==> src/rtl/ps_mem_arb2_if.sv <==
// Bus bundle for the picorv32 valid/ready memory handshake.
// The master side drives the request and the slave side answers it.
`timescale 1ns/1ps
interface ps_mem_arb2_if;
  logic        mem_valid;
  logic [22:0] mem_addr;
  logic [31:0] mem_wdata;
  logic [3:0]  mem_wstrb;
  logic        mem_ready;
  logic [31:0] mem_rdata;

  modport master (
    output mem_valid, mem_addr, mem_wdata, mem_wstrb,
    input  mem_ready, mem_rdata
  );

  modport slave (
    input  mem_valid, mem_addr, mem_wdata, mem_wstrb,
    output mem_ready, mem_rdata
  );
endinterface

==> src/rtl/ps_mem_arb2.sv <==
// Two-requester arbiter (fetch = m0, load/store = m1) in front of the PSRAM bridge.
// Round-robin or fixed grant, one-cycle valid-low gap, tag-init block, sticky watchdog.
`timescale 1ns/1ps
module ps_mem_arb2 #(
  parameter int unsigned FIXED_PRIO  = 0,
  parameter int unsigned TIMEOUT_CYC = 4096
) (
  input  logic                 cpuclk,
  input  logic                 WSHRST,
  ps_mem_arb2_if.slave         m0,
  ps_mem_arb2_if.slave         m1,
  ps_mem_arb2_if.master        ps,
  input  logic                 run_inittag,
  output logic [1:0]           arb_grant,
  output logic                 arb_timeout
);

  typedef enum logic [1:0] {
    IDLE = 2'd0,
    BUSY = 2'd1,
    GAP  = 2'd2
  } state_t;

  localparam logic [15:0] TO_LIM = 16'(TIMEOUT_CYC);

  state_t      state, state_nx;
  logic [1:0]  grant_nx;
  logic        last_winner, last_nx;
  logic [15:0] busy_cnt, cnt_inc;
  logic        busy, sel1, gnt_valid, pick1;

  assign busy      = (state == BUSY);
  assign sel1      = busy & arb_grant[1];
  assign gnt_valid = (arb_grant[0] & m0.mem_valid) | (arb_grant[1] & m1.mem_valid);
  assign cnt_inc   = (busy_cnt == '1) ? busy_cnt : busy_cnt + 16'd1;

  always_comb begin
    pick1    = m1.mem_valid;
    state_nx = state;
    grant_nx = arb_grant;
    last_nx  = last_winner;
    // on a tie, round-robin favours the port that did not win last time
    if (m0.mem_valid && m1.mem_valid)
      pick1 = (FIXED_PRIO != 0) ? 1'b0 : ~last_winner;
    case (state)
      IDLE: begin
        if (!run_inittag && (m0.mem_valid || m1.mem_valid)) begin
          state_nx = BUSY;
          grant_nx = pick1 ? 2'b10 : 2'b01;
        end
      end
      BUSY: begin
        if (ps.mem_ready) begin
          state_nx = GAP;
          grant_nx = '0;
          last_nx  = arb_grant[1];
        end else if (!gnt_valid) begin
          state_nx = GAP;
          grant_nx = '0;
        end
      end
      GAP: begin
        state_nx = IDLE;
      end
      default: begin
        state_nx = IDLE;
        grant_nx = '0;
      end
    endcase
  end

  always_ff @(posedge cpuclk or posedge WSHRST) begin
    if (WSHRST) begin
      state       <= IDLE;
      arb_grant   <= '0;
      last_winner <= 1'b1;
      busy_cnt    <= '0;
      arb_timeout <= 1'b0;
    end else begin
      state       <= state_nx;
      arb_grant   <= grant_nx;
      last_winner <= last_nx;
      if (state == IDLE && state_nx == BUSY) begin
        busy_cnt <= '0;
      end else if (busy) begin
        busy_cnt <= cnt_inc;
        // flag fires as the counter reaches the limit, i.e. after that many BUSY cycles
        if (TO_LIM != '0 && cnt_inc == TO_LIM)
          arb_timeout <= 1'b1;
      end
    end
  end

  // Outside BUSY the bus idles on port 0's address/data with no byte enables.
  assign ps.mem_valid = busy & gnt_valid;
  assign ps.mem_addr  = sel1 ? m1.mem_addr  : m0.mem_addr;
  assign ps.mem_wdata = sel1 ? m1.mem_wdata : m0.mem_wdata;
  assign ps.mem_wstrb = busy ? (sel1 ? m1.mem_wstrb : m0.mem_wstrb) : '0;

  assign m0.mem_ready = busy & arb_grant[0] & ps.mem_ready;
  assign m1.mem_ready = busy & arb_grant[1] & ps.mem_ready;
  assign m0.mem_rdata = ps.mem_rdata;
  assign m1.mem_rdata = ps.mem_rdata;

endmodule

==> src/flat_wrapper.sv <==
// flat-port wrapper written by rule: the top's interface ports become plain ports
module ps_mem_arb2_flat 
#(
  parameter int unsigned FIXED_PRIO  = 0,
  parameter int unsigned TIMEOUT_CYC = 4096
)
  (cpuclk, WSHRST, run_inittag, arb_grant, arb_timeout, m0_mem_valid, m0_mem_addr, m0_mem_wdata, m0_mem_wstrb, m0_mem_ready, m0_mem_rdata, m1_mem_valid, m1_mem_addr, m1_mem_wdata, m1_mem_wstrb, m1_mem_ready, m1_mem_rdata, ps_mem_valid, ps_mem_addr, ps_mem_wdata, ps_mem_wstrb, ps_mem_ready, ps_mem_rdata);
  ps_mem_arb2_if m0_i ();
  ps_mem_arb2_if m1_i ();
  ps_mem_arb2_if ps_i ();
  input  logic cpuclk;
  input  logic WSHRST;
  input  logic run_inittag;
  output logic [1:0] arb_grant;
  output logic arb_timeout;
  input wire logic [$bits(m0_i.mem_valid)-1:0] m0_mem_valid;
  input wire logic [$bits(m0_i.mem_addr)-1:0] m0_mem_addr;
  input wire logic [$bits(m0_i.mem_wdata)-1:0] m0_mem_wdata;
  input wire logic [$bits(m0_i.mem_wstrb)-1:0] m0_mem_wstrb;
  output wire logic [$bits(m0_i.mem_ready)-1:0] m0_mem_ready;
  output wire logic [$bits(m0_i.mem_rdata)-1:0] m0_mem_rdata;
  input wire logic [$bits(m1_i.mem_valid)-1:0] m1_mem_valid;
  input wire logic [$bits(m1_i.mem_addr)-1:0] m1_mem_addr;
  input wire logic [$bits(m1_i.mem_wdata)-1:0] m1_mem_wdata;
  input wire logic [$bits(m1_i.mem_wstrb)-1:0] m1_mem_wstrb;
  output wire logic [$bits(m1_i.mem_ready)-1:0] m1_mem_ready;
  output wire logic [$bits(m1_i.mem_rdata)-1:0] m1_mem_rdata;
  output wire logic [$bits(ps_i.mem_valid)-1:0] ps_mem_valid;
  output wire logic [$bits(ps_i.mem_addr)-1:0] ps_mem_addr;
  output wire logic [$bits(ps_i.mem_wdata)-1:0] ps_mem_wdata;
  output wire logic [$bits(ps_i.mem_wstrb)-1:0] ps_mem_wstrb;
  input wire logic [$bits(ps_i.mem_ready)-1:0] ps_mem_ready;
  input wire logic [$bits(ps_i.mem_rdata)-1:0] ps_mem_rdata;
  assign m0_i.mem_valid = m0_mem_valid;
  assign m0_i.mem_addr = m0_mem_addr;
  assign m0_i.mem_wdata = m0_mem_wdata;
  assign m0_i.mem_wstrb = m0_mem_wstrb;
  assign m0_mem_ready = m0_i.mem_ready;
  assign m0_mem_rdata = m0_i.mem_rdata;
  assign m1_i.mem_valid = m1_mem_valid;
  assign m1_i.mem_addr = m1_mem_addr;
  assign m1_i.mem_wdata = m1_mem_wdata;
  assign m1_i.mem_wstrb = m1_mem_wstrb;
  assign m1_mem_ready = m1_i.mem_ready;
  assign m1_mem_rdata = m1_i.mem_rdata;
  assign ps_mem_valid = ps_i.mem_valid;
  assign ps_mem_addr = ps_i.mem_addr;
  assign ps_mem_wdata = ps_i.mem_wdata;
  assign ps_mem_wstrb = ps_i.mem_wstrb;
  assign ps_i.mem_ready = ps_mem_ready;
  assign ps_i.mem_rdata = ps_mem_rdata;
  ps_mem_arb2 #(.FIXED_PRIO(FIXED_PRIO), .TIMEOUT_CYC(TIMEOUT_CYC)) u_core (.cpuclk(cpuclk), .WSHRST(WSHRST), .m0(m0_i), .m1(m1_i), .ps(ps_i), .run_inittag(run_inittag), .arb_grant(arb_grant), .arb_timeout(arb_timeout));
endmodule
==> config.mk <==
export PLATFORM = sky130hd
export DESIGN_NAME = ps_mem_arb2_flat
export DESIGN_NICKNAME = d
export VERILOG_FILES = /design/src/rtl/ps_mem_arb2_if.sv /design/src/rtl/ps_mem_arb2.sv /design/src/flat_wrapper.sv
export SDC_FILE = /design/constraint.sdc
export NUM_CORES = 1
export LEC_CHECK = 0
export CAP_MARGIN = 10
export CORE_AREA = 2 2 112 114
export CTS_BUF_LIST = sky130_fd_sc_hd__clkbuf_4
export CTS_CLUSTER_SIZE = 12
export DETAILED_ROUTE_END_ITERATION = 6
export DIE_AREA = 0 0 114 116
export HOLD_SLACK_MARGIN = 0.05
export PLACE_DENSITY = 0.77
export REMOVE_ABC_BUFFERS = 1
export SKIP_LAST_GASP = 1
export SLEW_MARGIN = 20
export SYNTH_ARGS = -nofsm -noshare
export SYNTH_HDL_FRONTEND = slang
export SYNTH_SLANG_ARGS = --single-unit
==> constraint.sdc <==
create_clock -name cpuclk -period 2.41 [get_ports cpuclk]
set_input_delay 0.6025 -clock cpuclk [delete_from_list [all_inputs] [get_ports cpuclk]]
set_output_delay 0.6025 -clock cpuclk [all_outputs]
set_load 0.01 [all_outputs]
== After elaboration in Yosys (flattened, before gate mapping) ==
Cells that the tools add are included.

* Register bits: 22
* Input bits: 156
* Output and inout port bits: 129
* Logic and storage cells: 51

* Add/sub/neg operators: 1
* Equality and inequality tests: 7
* Mux-type cells: 17
* Bitwise operators: 11
* Reductions and logical operators: 10

{| class="wikitable"
|+ Operators by type and width
! kind !! count
|-
| $mux W16 || 3
|-
| $mux W32 || 1
|-
| $mux W23 || 1
|-
| $add A16 B1 Y16 const B || 1
|-
| $eq A16 B13 Y1 const B || 1
|-
| $eq A16 B16 Y1 const B || 1
|-
| $mux W2 || 7
|-
| $mux W4 || 2
|-
| $and A1 B1 Y1 || 7
|-
| $pmux W2 S3 || 1
|-
| $reduce_and A3 Y1 || 2
|-
| $eq A2 B1 Y1 const B || 2
|-
| $pmux W2 S2 || 1
|-
| $logic_and A1 B1 Y1 || 3
|-
| $ne A3 B3 Y1 const B || 1
|-
| $not A1 Y1 || 3
|-
| $eq A2 B2 Y1 const B || 1
|-
| $logic_not A2 Y1 || 1
|-
| $ne A2 B1 Y1 const B || 1
|-
| $reduce_and A2 Y1 || 1
|-
| $reduce_bool A2 Y1 || 1
|-
| $logic_not A1 Y1 || 1
|-
| $logic_or A1 B1 Y1 || 1
|-
| $mux W1 || 1
|-
| $or A1 B1 Y1 || 1
|}

== Longest topological paths before layout ==
* Depth after elaboration: 9
* Gate-level depth with buffers: 7
* Mapped depth without buffers: 6

== Worst setup path before layout ==
No wires, ideal clock.

* Path kind: flip-flop to output port
* Start: register u_core.state[0]
* End: output ps_mem_addr[0]
* Arrival: 1.644 ns
* Required time: 1.808 ns
* Path slack: 0.163 ns
* Stages on the path, launching flop included: 6
* Path buffers: 2
* Cell sequence: dfrtp_1 buf_2 nor2b_1 nand2_1 clkbuf_1 mux2_2

* Cells in the longest elaborated chain, start to end: 3

{| class="wikitable"
|+ RTL lines
! item !! RTL line !! RTL
|-
| from (decl) || ps_mem_arb2.sv:26 || <nowiki>state_t state, state_nx;</nowiki>
|-
| from (signal assigned) || ps_mem_arb2.sv:80 || <nowiki>state <= state_nx;</nowiki>
|-
| $eq A2 B1 Y1 || ps_mem_arb2.sv:32 || <nowiki>assign busy = (state == BUSY);</nowiki>
|-
| $and A1 B1 Y1 || ps_mem_arb2.sv:33 || <nowiki>assign sel1 = busy & arb_grant[1];</nowiki>
|-
| $mux W23 || ps_mem_arb2.sv:96 || <nowiki>assign ps.mem_addr = sel1 ? m1.mem_addr : m0.mem_addr;</nowiki>
|-
| to (decl) || flat_wrapper.sv:29 || <nowiki>output wire logic [$bits(ps_i.mem_addr)-1:0] ps_mem_addr;</nowiki>
|}

No other way between the ends.

== Worst setup path in the final report ==
* Start: register u_core.state[1]
* End: output ps_mem_wdata[3]

* Cells in the longest elaborated chain, start to end: 3

{| class="wikitable"
|+ RTL lines
! item !! RTL line !! RTL
|-
| $eq A2 B1 Y1 || ps_mem_arb2.sv:32 ||
|-
| $and A1 B1 Y1 || ps_mem_arb2.sv:33 ||
|-
| $mux W32 || ps_mem_arb2.sv:97 || <nowiki>assign ps.mem_wdata = sel1 ? m1.mem_wdata : m0.mem_wdata;</nowiki>
|-
| to (decl) || flat_wrapper.sv:30 || <nowiki>output wire logic [$bits(ps_i.mem_wdata)-1:0] ps_mem_wdata;</nowiki>
|}

No other way between the ends.

==> summary.txt <==
CTS
  – Clock sink count: 22
  – Cts bufs inserted: 3
  – H-tree Lvls: 1
  – Clock network latency to the later pin of the worst-skew pair: 320 ps
  – Clk root buf: clkbuf_4
  – CTS clk-pin slew, worst paths: 140 ps
  – CTS Buffer Depth: 2
  – TritonCTS clock tree: done

Logic synthesis
  – Synthesized area: 2760 um2
  – Count leader, synth: buf_4
  – Yosys top cell area share: 0.228
  – Synth top area cells: mux2_2, dfrtp_1, buf_4
  – Main synth FF type: dfrtp_1
  – Async SR Flop Fraction: 1.00
  – Cells after Synth: 323
  – Leading area contributor after synthesis: mux2_2
  – Synth cell types: 52
  – Ys Warns: 0
  – Synth Register Bits: 22
  – Top cells by count, synth: buf_4, mux2_2, nor2_1
  – EDFF count, synth: 0
  – Register area share after synthesis: 0.200
  – Syn avg cell area: 8.55 um2

Timing
  – Crit path time final: 2380 ps
  – Setup TNS: 0 ps
  – FMAX: 419 MHz
  – Tcrit/Tclk final: 0.989
  – Max-Slew Margin vs Limit: 0.623
  – Fin Clk Skew: 13.6 ps
  – Fin. Hold Viols: 0
  – Slew Limit Fails: 0
  – Final setup viols: 0
  – Setup ws final: 26.1 ps
  – RSZ-0062 raised after global routing: yes
  – Worst-margin pin slew: 552 ps

Final layout
  – Nets: 628
  – Share of layout cells above drive strength 1: 0.355
  – Finished Cell Area: 4720 um2
  – ANT cells: 0
  – Fillers: 1132
  – Utilization after layout: 0.397
  – P&R area growth vs syn: 71.0%

Min path
  – Hold path depth: 2
  – Hold/Removal Path Class: register to register

Global route
  – Global-route wire length before repair: 19.9 mm
  – Grt ovf: 0
  – Vias in the first global route: 3061
  – GR Util All Layers: 0.204
  – Pin count of the biggest net entering global routing: 23
  – Initial antenna violation count: 0

Drt
  – WL final: 14.3 mm
  – First-iteration detailed-routing DRC count: 201
  – Post-DR wirelength/cell: 23.2 um
  – Via count: 3100
  – ANT nets after route: 0
  – DRC: 0
  – Via density: 5.02
  – First-pass DRT Iterations: 5

Floorplanning
  – Initial Util: 0.232
  – Num ports: 285
  – FP Rows: 40
  – Chip height: 116 um
  – DIE AREA: 13200 um2
  – Die W: 114 um
  – Core Area: 11900 um2

Setup path
  – Worst EP required: 1810 ps
  – R2R cell count: 6
  – Worst Path Arrival: 1780 ps
  – CP Launch Type: register
  – Critical path endpoint category: primary output
  – WS Path Type: register to primary output
  – Crit-path max FO: 5

Run status
  – Outcome: complete, no violations

Placed design
  – Place WS: -92.5 ps
  – Placed cell area: 4430 um2
  – IO buf count: 188
  – DP Wirelength: 11.6 mm
  – GPL Wtd Cong: 0.900

Power and ir drop
  – Worst IR Drop VDD: 0.000217 V
  – Cell Pwr Density: 416 nW/um2
  – Lkg Pwr: 0.00206 uW
  – Tot Pwr: 1960 uW

Run
  – Max-cap violation count: 0
[where the power goes]
part | internal [uW] | total [uW] | switching [uW] | leakage, uW
registers | 423 | 467 | 44.1 | 0.000297
logic | 692 | 1200 | 511 | 0.00173
clock network | 168 | 293 | 125 | 0.0000279
[what timing repair did]
item                       CTS  global route
cloned                       3             3
setup endpoints to repair   61            56
setup buffers                4             3
gates resized for setup    219            77
hold buffers                 0             0
pin swaps                    1             1
[final cells by class]
class	instances	area, um2	area share
timing repair buffer	227	2280	0.482
multi-input combinational	212	1640	0.347
sequential	22	552	0.117
tap	147	184	0.0389
clock inverter	1	30.0	0.00636
clock buffer	3	22.5	0.00477
inverter	5	18.8	0.00397
[sequential cells by signal, summed over array words and instances (netlist names)]
| name | cells |
|---|---|
| u_core.arb_grant | 2 |
| u_core.arb_timeout | 1 |
| u_core.busy_cnt | 16 |
| u_core.last_winner | 1 |
| u_core.state | 2 |
[metrics by stage]
step                      std cells  hold WS [ps]
after floorplan                 239           494
after global placement          602           459
after detailed placement        602           444
after CTS                       613           481
after global routing            617           504
final                           617           478
[per-layer routing]
metal  share of wire  up-vias  global-route usage
li1                -     1400                   -
met1            0.37     1466               0.243
met2            0.49      214               0.336
met3            0.12       14              0.0973
met4           0.013        6              0.0293
met5          0.0067        -              0.0778
[critical path, stage by stage, from the launching register on]
cell and delay [ps]:
dfrtp_1 440, nor2b_4 150, nand2_4 120, buf_12 160, buf_12 130, mux2_4 320, buf_6 130
[cell families after synthesis]
kind of cell    synth area share
buf+inv                    0.232
simple gates               0.162
mux                        0.257
compound gates             0.144
flops                      0.200
fa+ha+maj                0.00453
[placed cells by master, fill, tap and decap left out, types with 3 or more instances in the layout]
master / instances
clkdlybuf4s50_1: 126
mux2_2: 44
buf_6: 37
buf_4: 29
nor2_1: 24
dfrtp_1: 21
nand2_1: 19
o21ai_0: 13
buf_2: 13
mux2_4: 12
a21oi_1: 11
a31oi_1: 9
mux2i_1: 8
nand3_1: 7
nand4_1: 7
nor3_1: 7
dlygate4sd2_1: 6
inv_1: 5
buf_12: 5
a21o_1: 4
clkbuf_2: 4
nor4_1: 3
o21a_1: 3
o211ai_1: 3
clkbuf_4: 3
clkbuf_16: 3
[final timing paths]
kind | start | endpoint | slack (ps)
worst min-delay path | u_core.arb_timeout$_DFFE_PP0P_ | u_core.arb_timeout$_DFFE_PP0P_ | 480
min in group asynchronous | WSHRST | u_core.busy_cnt[2]$_DFFE_PP0P_ | 590
max in group asynchronous | WSHRST | u_core.last_winner$_DFFE_PP1P_ | 1530
worst min register to register | u_core.arb_timeout$_DFFE_PP0P_ | u_core.arb_timeout$_DFFE_PP0P_ | 480
worst max-delay path | u_core.state[1]$_DFF_PP0_ | ps_mem_wdata[3] | 30
worst max register to register | u_core.busy_cnt[7]$_DFFE_PP0P_ | u_core.arb_timeout$_DFFE_PP0P_ | 210
No activity file was read; power rests on OpenSTA's default activity.
